`config.mk`:
```
export PLATFORM = sky130hd
export DESIGN_NAME = multdiv
export DESIGN_NICKNAME = d
export VERILOG_FILES = /design/src/rtl/multdiv.sv
export SDC_FILE = /design/constraint.sdc
export NUM_CORES = 1
export LEC_CHECK = 0
export CELL_PAD_IN_SITES_DETAIL_PLACEMENT = 2
export CELL_PAD_IN_SITES_GLOBAL_PLACEMENT = 2
export CORE_MARGIN = 2
export CORE_UTILIZATION = 37
export CTS_BUF_LIST = sky130_fd_sc_hd__clkbuf_2 sky130_fd_sc_hd__clkbuf_4 sky130_fd_sc_hd__clkbuf_8
export CTS_CLUSTER_SIZE = 30
export DETAILED_ROUTE_END_ITERATION = 7
export PLACE_DENSITY = 0.89
export SETUP_SLACK_MARGIN = 0.1
export SLEW_MARGIN = 10
export SYNTH_ARGS = -nofsm -noshare
export SYNTH_HDL_FRONTEND = slang
export SYNTH_SLANG_ARGS = --single-unit
```
`constraint.sdc`:
```
create_clock -name clock -period 6.7 [get_ports clock]
set_input_delay 1.34 -clock clock [delete_from_list [all_inputs] [get_ports clock]]
set_output_delay 1.34 -clock clock [all_outputs]
set_load 0.01 [all_outputs]
```
`src/rtl/multdiv.sv`:
```
// Sequential signed 32-bit multiply (radix-2 shift-add) and divide (restoring), 33 edges per op.
// Optional MULTDIV_EARLY_DIV0_EN: a divide by zero completes at the first edge after start.
module multdiv (
   input  logic        clock,
   input  logic        reset_n,
   input  logic [31:0] data_operandA,
   input  logic [31:0] data_operandB,
   input  logic        ctrl_MULT,
   input  logic        ctrl_DIV,
   output logic [31:0] data_result,
   output logic        data_exception,
   output logic        data_resultRDY
);
   typedef enum logic [1:0] {IDLE, MUL, DIV, DONE} state_t;

   state_t      state_q, state_d;
   logic [4:0]  cnt_q, cnt_d;
   logic        fin_q, fin_d;
   logic [31:0] a_q, a_d, b_q, b_d;
   logic [31:0] res_q, res_d;
   logic        exc_q, exc_d;
   logic [63:0] work_q, work_d;

   logic        start, busy, fin_now, neg;
   logic [31:0] mag_a, mag_b;
   logic [32:0] mul_sum, div_diff;
   logic [31:0] div_rem;
   logic [63:0] prod, mul_next, div_next;
   logic [31:0] quo;

   function automatic logic [31:0] mag(input logic [31:0] v);
      return v[31] ? (~v + 32'd1) : v;
   endfunction

   always_ff @(posedge clock or negedge reset_n) begin
      if (!reset_n) begin
         state_q <= IDLE;
         cnt_q   <= '0;
         fin_q   <= 1'b0;
         a_q     <= '0;
         b_q     <= '0;
         res_q   <= '0;
         exc_q   <= 1'b0;
         work_q  <= '0;
      end else begin
         state_q <= state_d;
         cnt_q   <= cnt_d;
         fin_q   <= fin_d;
         a_q     <= a_d;
         b_q     <= b_d;
         res_q   <= res_d;
         exc_q   <= exc_d;
         work_q  <= work_d;
      end
   end

   always_comb begin
      start = ctrl_MULT | ctrl_DIV;
      busy  = (state_q == MUL) || (state_q == DIV);
`ifdef MULTDIV_EARLY_DIV0_EN
      fin_now = fin_q || ((state_q == DIV) && (b_q == 32'd0));
`else
      fin_now = fin_q;
`endif
      mag_a = mag(a_q);
      mag_b = mag(b_q);
      neg   = a_q[31] ^ b_q[31];
      // work holds {partial product, remaining multiplier} or {remainder, dividend/quotient}
      mul_sum  = {1'b0, work_q[63:32]} + (work_q[0] ? {1'b0, mag_a} : 33'd0);
      mul_next = {mul_sum, work_q[31:1]};
      div_rem  = {work_q[62:32], work_q[31]};
      div_diff = {1'b0, div_rem} - {1'b0, mag_b};
      div_next = div_diff[32] ? {div_rem, work_q[30:0], 1'b0}
                              : {div_diff[31:0], work_q[30:0], 1'b1};
      prod = neg ? (~work_q + 64'd1) : work_q;
      quo  = neg ? (~work_q[31:0] + 32'd1) : work_q[31:0];
   end

   always_comb begin
      state_d = state_q;
      if (ctrl_MULT)     state_d = MUL;
      else if (ctrl_DIV) state_d = DIV;
      else begin
         case (state_q)
            MUL, DIV: if (fin_now) state_d = DONE;
            DONE:     state_d = IDLE;
            default:  state_d = state_q;
         endcase
      end
   end

   always_comb begin
      cnt_d  = cnt_q;
      fin_d  = fin_q;
      a_d    = a_q;
      b_d    = b_q;
      res_d  = res_q;
      exc_d  = exc_q;
      work_d = work_q;
      if (start) begin
         a_d    = data_operandA;
         b_d    = data_operandB;
         cnt_d  = '0;
         fin_d  = 1'b0;
         work_d = {32'd0, mag(ctrl_MULT ? data_operandB : data_operandA)};
      end else if (busy) begin
         if (fin_now) begin
            fin_d = 1'b0;
            if (state_q == MUL) begin
               res_d = prod[31:0];
               exc_d = ~((&prod[63:31]) | ~(|prod[63:31]));
            end else if (b_q == 32'd0) begin
               res_d = 32'd0;
               exc_d = 1'b1;
            end else begin
               res_d = quo;
               exc_d = (a_q == 32'h8000_0000) && (b_q == 32'hFFFF_FFFF);
            end
         end else begin
            work_d = (state_q == MUL) ? mul_next : div_next;
            cnt_d  = cnt_q + 5'd1;
            fin_d  = (cnt_q == 5'd31);
         end
      end
   end

   always_comb begin
      data_result    = res_q;
      data_exception = exc_q;
      data_resultRDY = (state_q == DONE);
   end
endmodule
```
==> flow_summary.yaml, run 1 <==
synthesis:
  syn-cell-area_mm2: 0.01549
  synth_edf_count: 0
  synth_top_area_cell: "dfrtp_1"
  yosys.cell_types.count: 81
  synthTopCellsByCount: "nand2_1, dfrtp_1, o21ai_0"
  yosysSeqAreaShare: 0.2730
  async_reset_ff_frac: 1.000
  synth.most_common_cell: "nand2_1"
  synth_area_leaders: "dfrtp_1, nand2_1, xor2_1, ha_1, o21ai_0"
  synth_top_area_share: 0.2730
  synthesis.nets: 2124
  synthFlopType: "dfrtp_1"
  avgSynthCellArea_um2: 7.823
  yosys_warnings: 0
  syn_inst: 1980
  ys_ff_latch: 169
global_route:
  use_met3: 0.04794
  grt_pass1_wl_um: 110800
  grt-ovfl-total: 0
  antenna_found_initial: 1
  grt_util_all_layers: 0.3295
  grt_start_max_net_pins: 83
  use_met1: 0.4025
  top_usage_layer: "met2"
  grtUsageMet2: 0.5530
  grt_pass1_vias: 18026
sta:
  worst_pin_slew_ns: 1.029
  setup_viol: 0
  slew_viol_final: 0
  setup_tns_ns: 0
  hold_viol: 0
  rsz0062_at_grt: "no"
  fmax_mhz: 166.9
  period_needed_ns: 5.992
  hold_ws_ns: 0.5073
  max_slew_margin: 0.3117
  finalCritPeriodShare: 0.8943
  fin_worst_skew_ns: 0.02153
setup_path:
  worstSetupStartpointType: "flip-flop"
  required_ns: 7.07
  cp_max_fo: 13
  crit-reg2reg-launch: "b_q[3]$_DFFE_PN0N_"
  rrSetupSlack_ns: 0.71
  crit_type: "reg -> reg"
  arrival_ns: 6.36
  end_kind: "flip-flop"
  reg2regPathDepth: 18
  r2r_end: "work_q[0]$_DFFE_PN0P_"
floorplan:
  dieWidth_um: 208.6
  io_pins: 102
  start_util: 0.3768
  die_y_um: 208.6
  coreArea_mm2: 0.04111
  fp-row-count: 74
  die_area_mm2: 0.04352
run_status:
  status: "finished clean"
clock_tree:
  clkSinkCount: 169
  clkLatencyLatePin_ns: 0.53
  clockRootBuffer: "clkbuf_8"
  cts_buffers: 17
  clkSlewWorstSetupHoldPaths_ns: 0.11
  ctsHoldBuffers: 0
  post_cts_resized: 0
  clockBufferDepth: 2
  cts_tree: "done"
  postCtsSetupBuffers: 0
  h-tree-depth: 4
detailed_routing:
  final_antenna_net_count: 0
  wl_um: 72150
  drtIter0Drc: 1396
  vias: 16460
  avgViaCountPerCell: 6.468
  firstDrtPassIters: 5
  route.detailed.drc: 0
  wl_per_cell_um: 28.35
cells_and_area:
  n_antenna_cell: 0
  syn2layout_area_growth_pct: 11.19
  fin_nets: 2144
  final_layout_size_suffix_gt1_frac: 0.05315
  fillerInstances: 4645
  stdcell_area_mm2: 0.01722
hold_path:
  hp-start: "data_result[30]$_DFFE_PN0P_"
  min_delay_path_depth: 2
  hold_end: "data_result[30]$_DFFE_PN0P_"
  hold_path.class: "reg -> reg"
place:
  numPortBuffers: 101
  place_congestion: 0.9511
  placed_cell_area_mm2: 0.01684
  dp_hpwl_um: 52800
pwr:
  irDropWorstVdd_mv: 0.1639
  power-per-cell-area_mw_per_mm2: 216.9
  leakagePower_uw: 0.007396
flow_run:
  maxCapViolations: 0
report_power, final:
part / total (µW) / internal (µW) / switching, µW
registers: 1320 / 1110 / 215
clock network: 772 / 272 / 500
logic: 1640 / 587 / 1060
placed cells by master, fill, tap and decap left out, types with 12 or more instances in the layout:
| cell | Yosys | final |
|---|---|---|
| a211oi_1 | 19 | 19 |
| nor2_1 | 143 | 142 |
| o21bai_1 | 12 | 12 |
| inv_1 | 29 | 29 |
| xnor2_1 | 81 | 80 |
| ha_1 | 74 | 73 |
| o41ai_1 | 15 | 15 |
| clkbuf_8 | 0 | 17 |
| o31ai_1 | 30 | 30 |
| or3_1 | 20 | 20 |
| a31oi_1 | 21 | 20 |
| nor4_1 | 17 | 17 |
| nand3_1 | 28 | 28 |
| nand4_1 | 27 | 27 |
| o211ai_1 | 44 | 44 |
| a21oi_1 | 100 | 100 |
| or4_1 | 18 | 18 |
| and3_1 | 26 | 26 |
| mux2i_1 | 72 | 72 |
| a21o_1 | 27 | 27 |
| buf_4 | 3 | 24 |
| nor3_1 | 40 | 40 |
| nand2_1 | 372 | 372 |
| and2_1 | 13 | 13 |
| o21ai_0 | 157 | 157 |
| o221ai_1 | 13 | 13 |
| nor2b_1 | 13 | 12 |
| dfrtp_1 | 169 | 169 |
| nand2b_1 | 13 | 13 |
| clkdlybuf4s50_1 | 0 | 99 |
| xor2_1 | 114 | 113 |
stage by stage:
stage | cells | util | total power, µW | setup slack (ns)
global placement | 2513 | 0.4097 | 2778 | 1.015
detailed placement | 2513 | 0.4097 | 2898 | 0.8464
finish | 2545 | 0.4189 | 3735 | 0.7080
CTS | 2545 | 0.4188 | 3700 | 0.8089
global route | 2545 | 0.4189 | 3897 | 0.3791
floorplan | 1980 | - | 2326 | 1.643
kinds of logic (layout without fill, tap and decap cells):
family | after synthesis | after routing | share of synthesized area
multiplexers | 83 | 83 | 0.05452
AND/OR/NAND/NOR | 785 | 785 | 0.2402
buffers and inverters | 154 | 187 | 0.04289
AO/OA/AOI/OAI | 518 | 518 | 0.2167
XOR/XNOR | 195 | 195 | 0.1103
adder cells (fa/ha/maj) | 76 | 76 | 0.06236
flip-flops | 169 | 169 | 0.2730
worst max-delay path, cell delays in order, from the launching register on:
cell and delay (ns):
dfrtp_1 0.46, or3_1 0.42, or3_1 0.46, or4_1 0.45, or2_2 0.36, nor4_1 0.46
inv_1 0.08, o21ai_0 0.24, xor2_1 0.19, ha_1 0.32, a21oi_1 0.20, o21ai_0 0.13
o21ai_0 0.20, a21oi_1 0.10, a211o_1 0.32, a31oi_2 0.81, o21ai_0 0.20, a211oi_1 0.36
a21oi_1 0.07
layout make-up:
cell class	instances	area, µm²	share of cell area
sequential	169	4229	0.2456
clock buffer	17	234.0	0.01359
tap	532	665.6	0.03865
inverter	30	112.6	0.006538
clock inverter	15	137.6	0.007991
timing repair buffer	125	1187	0.06894
multi-input combinational	1657	10660	0.6187
state kept, by name, indices dropped and copies added (netlist names):
name and cells:
data_exception 1, state_q 2, a_q 32, cnt_q 5
fin_now 1, work_q 64, data_result 32, b_q 32
how the worst max path moves through the flow:
stage                                   from                endpoint  slack (ns)
after floorplan                    ctrl_MULT  work_q[28]$_DFFE_PN0P_        1.64
after global placement    b_q[3]$_DFFE_PN0N_  work_q[38]$_DFFE_PN0P_        1.01
after detailed placement  b_q[3]$_DFFE_PN0N_  work_q[46]$_DFFE_PN0P_        0.85
after CTS                 b_q[3]$_DFFE_PN0N_  work_q[46]$_DFFE_PN0P_        0.81
after global routing      b_q[3]$_DFFE_PN0N_   work_q[0]$_DFFE_PN0P_        0.38
final                     b_q[3]$_DFFE_PN0N_   work_q[0]$_DFFE_PN0P_        0.71
layer usage:
layer | part of all wire | vias to the layer above | wire length [µm]
met5 | 0.00015 | - | 11
met4 | 0.065 | 2 | 4658
met3 | 0.058 | 265 | 4178
met2 | 0.48 | 683 | 34410
met1 | 0.40 | 8362 | 28890
li1 | - | 7148 | -
No activity file was read; power rests on OpenSTA's default activity.
==> inputs of run 2 (changes only) <==
--- a/config.mk
+++ b/config.mk
@@ -18,3 +18,4 @@
 export SYNTH_ARGS = -nofsm -noshare
 export SYNTH_HDL_FRONTEND = slang
 export SYNTH_SLANG_ARGS = --single-unit
+export TNS_END_PERCENT = 10
==> results of run 2 <==
Final layout, timing and power as in run 1 (identical DEF).
==> inputs of run 3 (changes only) <==
--- a/config.mk
+++ b/config.mk
@@ -8,11 +8,12 @@
 export CELL_PAD_IN_SITES_DETAIL_PLACEMENT = 2
 export CELL_PAD_IN_SITES_GLOBAL_PLACEMENT = 2
 export CORE_MARGIN = 2
-export CORE_UTILIZATION = 37
+export CORE_UTILIZATION = 40
 export CTS_BUF_LIST = sky130_fd_sc_hd__clkbuf_2 sky130_fd_sc_hd__clkbuf_4 sky130_fd_sc_hd__clkbuf_8
 export CTS_CLUSTER_SIZE = 30
 export DETAILED_ROUTE_END_ITERATION = 7
-export PLACE_DENSITY = 0.89
+export HOLD_SLACK_MARGIN = 0.06
+export PLACE_DENSITY = 0.95
 export SETUP_SLACK_MARGIN = 0.1
 export SLEW_MARGIN = 10
 export SYNTH_ARGS = -nofsm -noshare
==> constraint.sdc (replaced) <==
create_clock -name clock -period 7.32 [get_ports clock]
set_input_delay 1.464 -clock clock [delete_from_list [all_inputs] [get_ports clock]]
set_output_delay 1.464 -clock clock [all_outputs]
set_load 0.01 [all_outputs]
==> run 3 against run 2 <==
Compared with the run above: flip-flop and latch count unchanged; largest power group unchanged; critical endpoint unchanged; largest cell class unchanged; sequential share of layout area increased by 0.061 points; sequential power decreased by 8%.
==> flow_summary.yaml, run 3 (same netlist as run 1, synthesis figures left out) <==
flow_run:
  maxCapViolations: 0
setup_path:
  cp_max_fo: 15
  r2r_end: "work_q[0]$_DFFE_PN0P_"
  worstSetupStartpointType: "flip-flop"
  crit_type: "reg -> reg"
  reg2regPathDepth: 18
  crit-reg2reg-launch: "b_q[3]$_DFFE_PN0N_"
  cp_top_family: "compound AO/OA/AOI/OAI gates"
  crit_buf_inv: 1
  rrSetupSlack_ns: 0.96
  end_kind: "flip-flop"
  path_cells: "or3_1 > or3_1 > or4_1 > or2_2 > nor4_1 > inv_1 > o21ai_0 > xor2_1 > ha_1 > a21oi_1 > o21ai_0 > o21ai_0 > a21oi_1 > a211o_1 > a31oi_2 > o21ai_0 > a211oi_1 > a21oi_1"
  arrival_ns: 6.77
  cp.depth: 18
  required_ns: 7.73
  crit_top_cell: "o21ai_0"
  cp-startpoint: "b_q[3]$_DFFE_PN0N_"
  critPathCapture: "work_q[0]$_DFFE_PN0P_"
  cpPeakStageDelay_ns: 0.83
  worst_path_max_delay_cell: "a31oi_2"
sta:
  fin_worst_skew_ns: 0.02503
  hold_viol: 0
  setup_tns_ns: 0
  period_needed_ns: 6.356
  worst_pin_slew_ns: 1.310
  max_slew_margin: 0.1264
  setup_viol: 0
  finalCritPeriodShare: 0.8683
  slew_viol_final: 0
  fmax_mhz: 157.3
  rsz0062_at_grt: "no"
floorplan:
  fp-row-count: 72
  die_area_mm2: 0.04031
  die_y_um: 200.8
  coreArea_mm2: 0.03847
  dieWidth_um: 200.8
  io_pins: 102
  start_util: 0.4027
run_status:
  status: "finished clean"
detailed_routing:
  final_antenna_net_count: 0
  firstDrtPassIters: 5
  vias: 17550
  wl_per_cell_um: 32.79
  avgViaCountPerCell: 6.945
  drtIter0Drc: 1679
  wl_um: 82870
  route.detailed.drc: 0
cells_and_area:
  layout_commonest_cell: "nand2_1"
  most-common-layout-cells: "nand2_1, dfrtp_1, o21ai_0"
  fin_nets: 2140
  largest_register_ffs: 64
  final_layout_size_suffix_gt1_frac: 0.05177
  syn2layout_area_growth_pct: 10.91
  fin_util: 0.4466
  top_register: "work_q"
  n_antenna_cell: 0
clock_tree:
  clkLatencyLatePin_ns: 0.56
  clkSinkCount: 169
  postCtsSetupBuffers: 0
  cts_buffers: 17
  h-tree-depth: 4
  clockRootBuffer: "clkbuf_8"
  post_cts_resized: 0
  clkSlewWorstSetupHoldPaths_ns: 0.12
  clockBufferDepth: 2
  ctsHoldBuffers: 0
  cts_tree: "done"
hold_path:
  hp-start: "data_result[14]$_DFFE_PN0P_"
  hold_path.class: "reg -> reg"
global_route:
  grt_pass1_wl_um: 125600
  antenna_found_initial: 2
  grt_start_max_net_pins: 75
  grt_util_all_layers: 0.4076
  grt-ovfl-total: 0
  grt_pass1_vias: 19425
pwr:
  leakagePower_uw: 0.007380
  power-per-cell-area_mw_per_mm2: 205.8
  irDropWorstVdd_mv: 0.1565
  finalPower_uw: 3535
place:
  dp_hpwl_um: 55590
  place_congestion: 0.9485
  numPortBuffers: 101
[run 3: worst min-delay path by stage]
| stage | end | slack [ns] | depth (start not counted) |
|---|---|---|---|
| floorplan | a_q[17]$_DFFE_PN0N_ | 0.47 | 2 |
| global placement | data_result[4]$_DFFE_PN0P_ | 0.47 | 2 |
| detailed placement | data_result[11]$_DFFE_PN0P_ | 0.49 | 2 |
| CTS | data_result[14]$_DFFE_PN0P_ | 0.52 | 2 |
| global route | data_result[3]$_DFFE_PN0P_ | 0.54 | 2 |
| finish | data_result[14]$_DFFE_PN0P_ | 0.51 | 2 |
[run 3: worst register-to-register path: cells and delay by family (launching register included)]
family / cells / cell delay (ns)
adder cells (fa/ha/maj): 1 / 0.34
AND/OR/NAND/NOR: 5 / 2.29
buffers and inverters: 1 / 0.14
AO/OA/AOI/OAI: 10 / 2.73
flip-flops: 1 / 0.50
XOR/XNOR: 1 / 0.23
[run 3: layer usage]
layer  up-vias  part of all wire  track usage
met3       442             0.076      0.08620
met2      1082              0.47       0.6739
met5         -           0.00016            0
li1       7159                 -            -
met4         2             0.083       0.2944
met1      8865              0.37       0.4693
[run 3: final cells by class]
| cell class | instances | area [µm²] |
|---|---|---|
| clock buffer | 19 | 261.5 |
| inverter | 30 | 112.6 |
| multi-input combinational | 1657 | 10660 |
| timing repair buffer | 121 | 1157 |
| sequential | 169 | 4229 |
| fill | 4255 | 21290 |
| clock inverter | 13 | 110.1 |
| tap | 518 | 648.1 |
[run 3: report_power, final]
part           switching, µW  leakage (µW)  internal [µW]  total [µW]
sequential               212       0.00215           1010        1220
clock                    458      0.000191            262         720
combinational           1050       0.00504            538        1590
total                   1720       0.00738           1810        3530
[run 3: per-stage QoR]
stage,instance area (µm²),worst slack (ns),hold slack [ns],cells
after floorplan,15490,2.139,0.4727,1980
after global placement,16800,1.780,0.4688,2495
after detailed placement,16800,1.402,0.4894,2495
after CTS,17170,1.169,0.5158,2527
after global routing,17180,0.7488,0.5444,2527
final,17180,0.9642,0.5123,2527
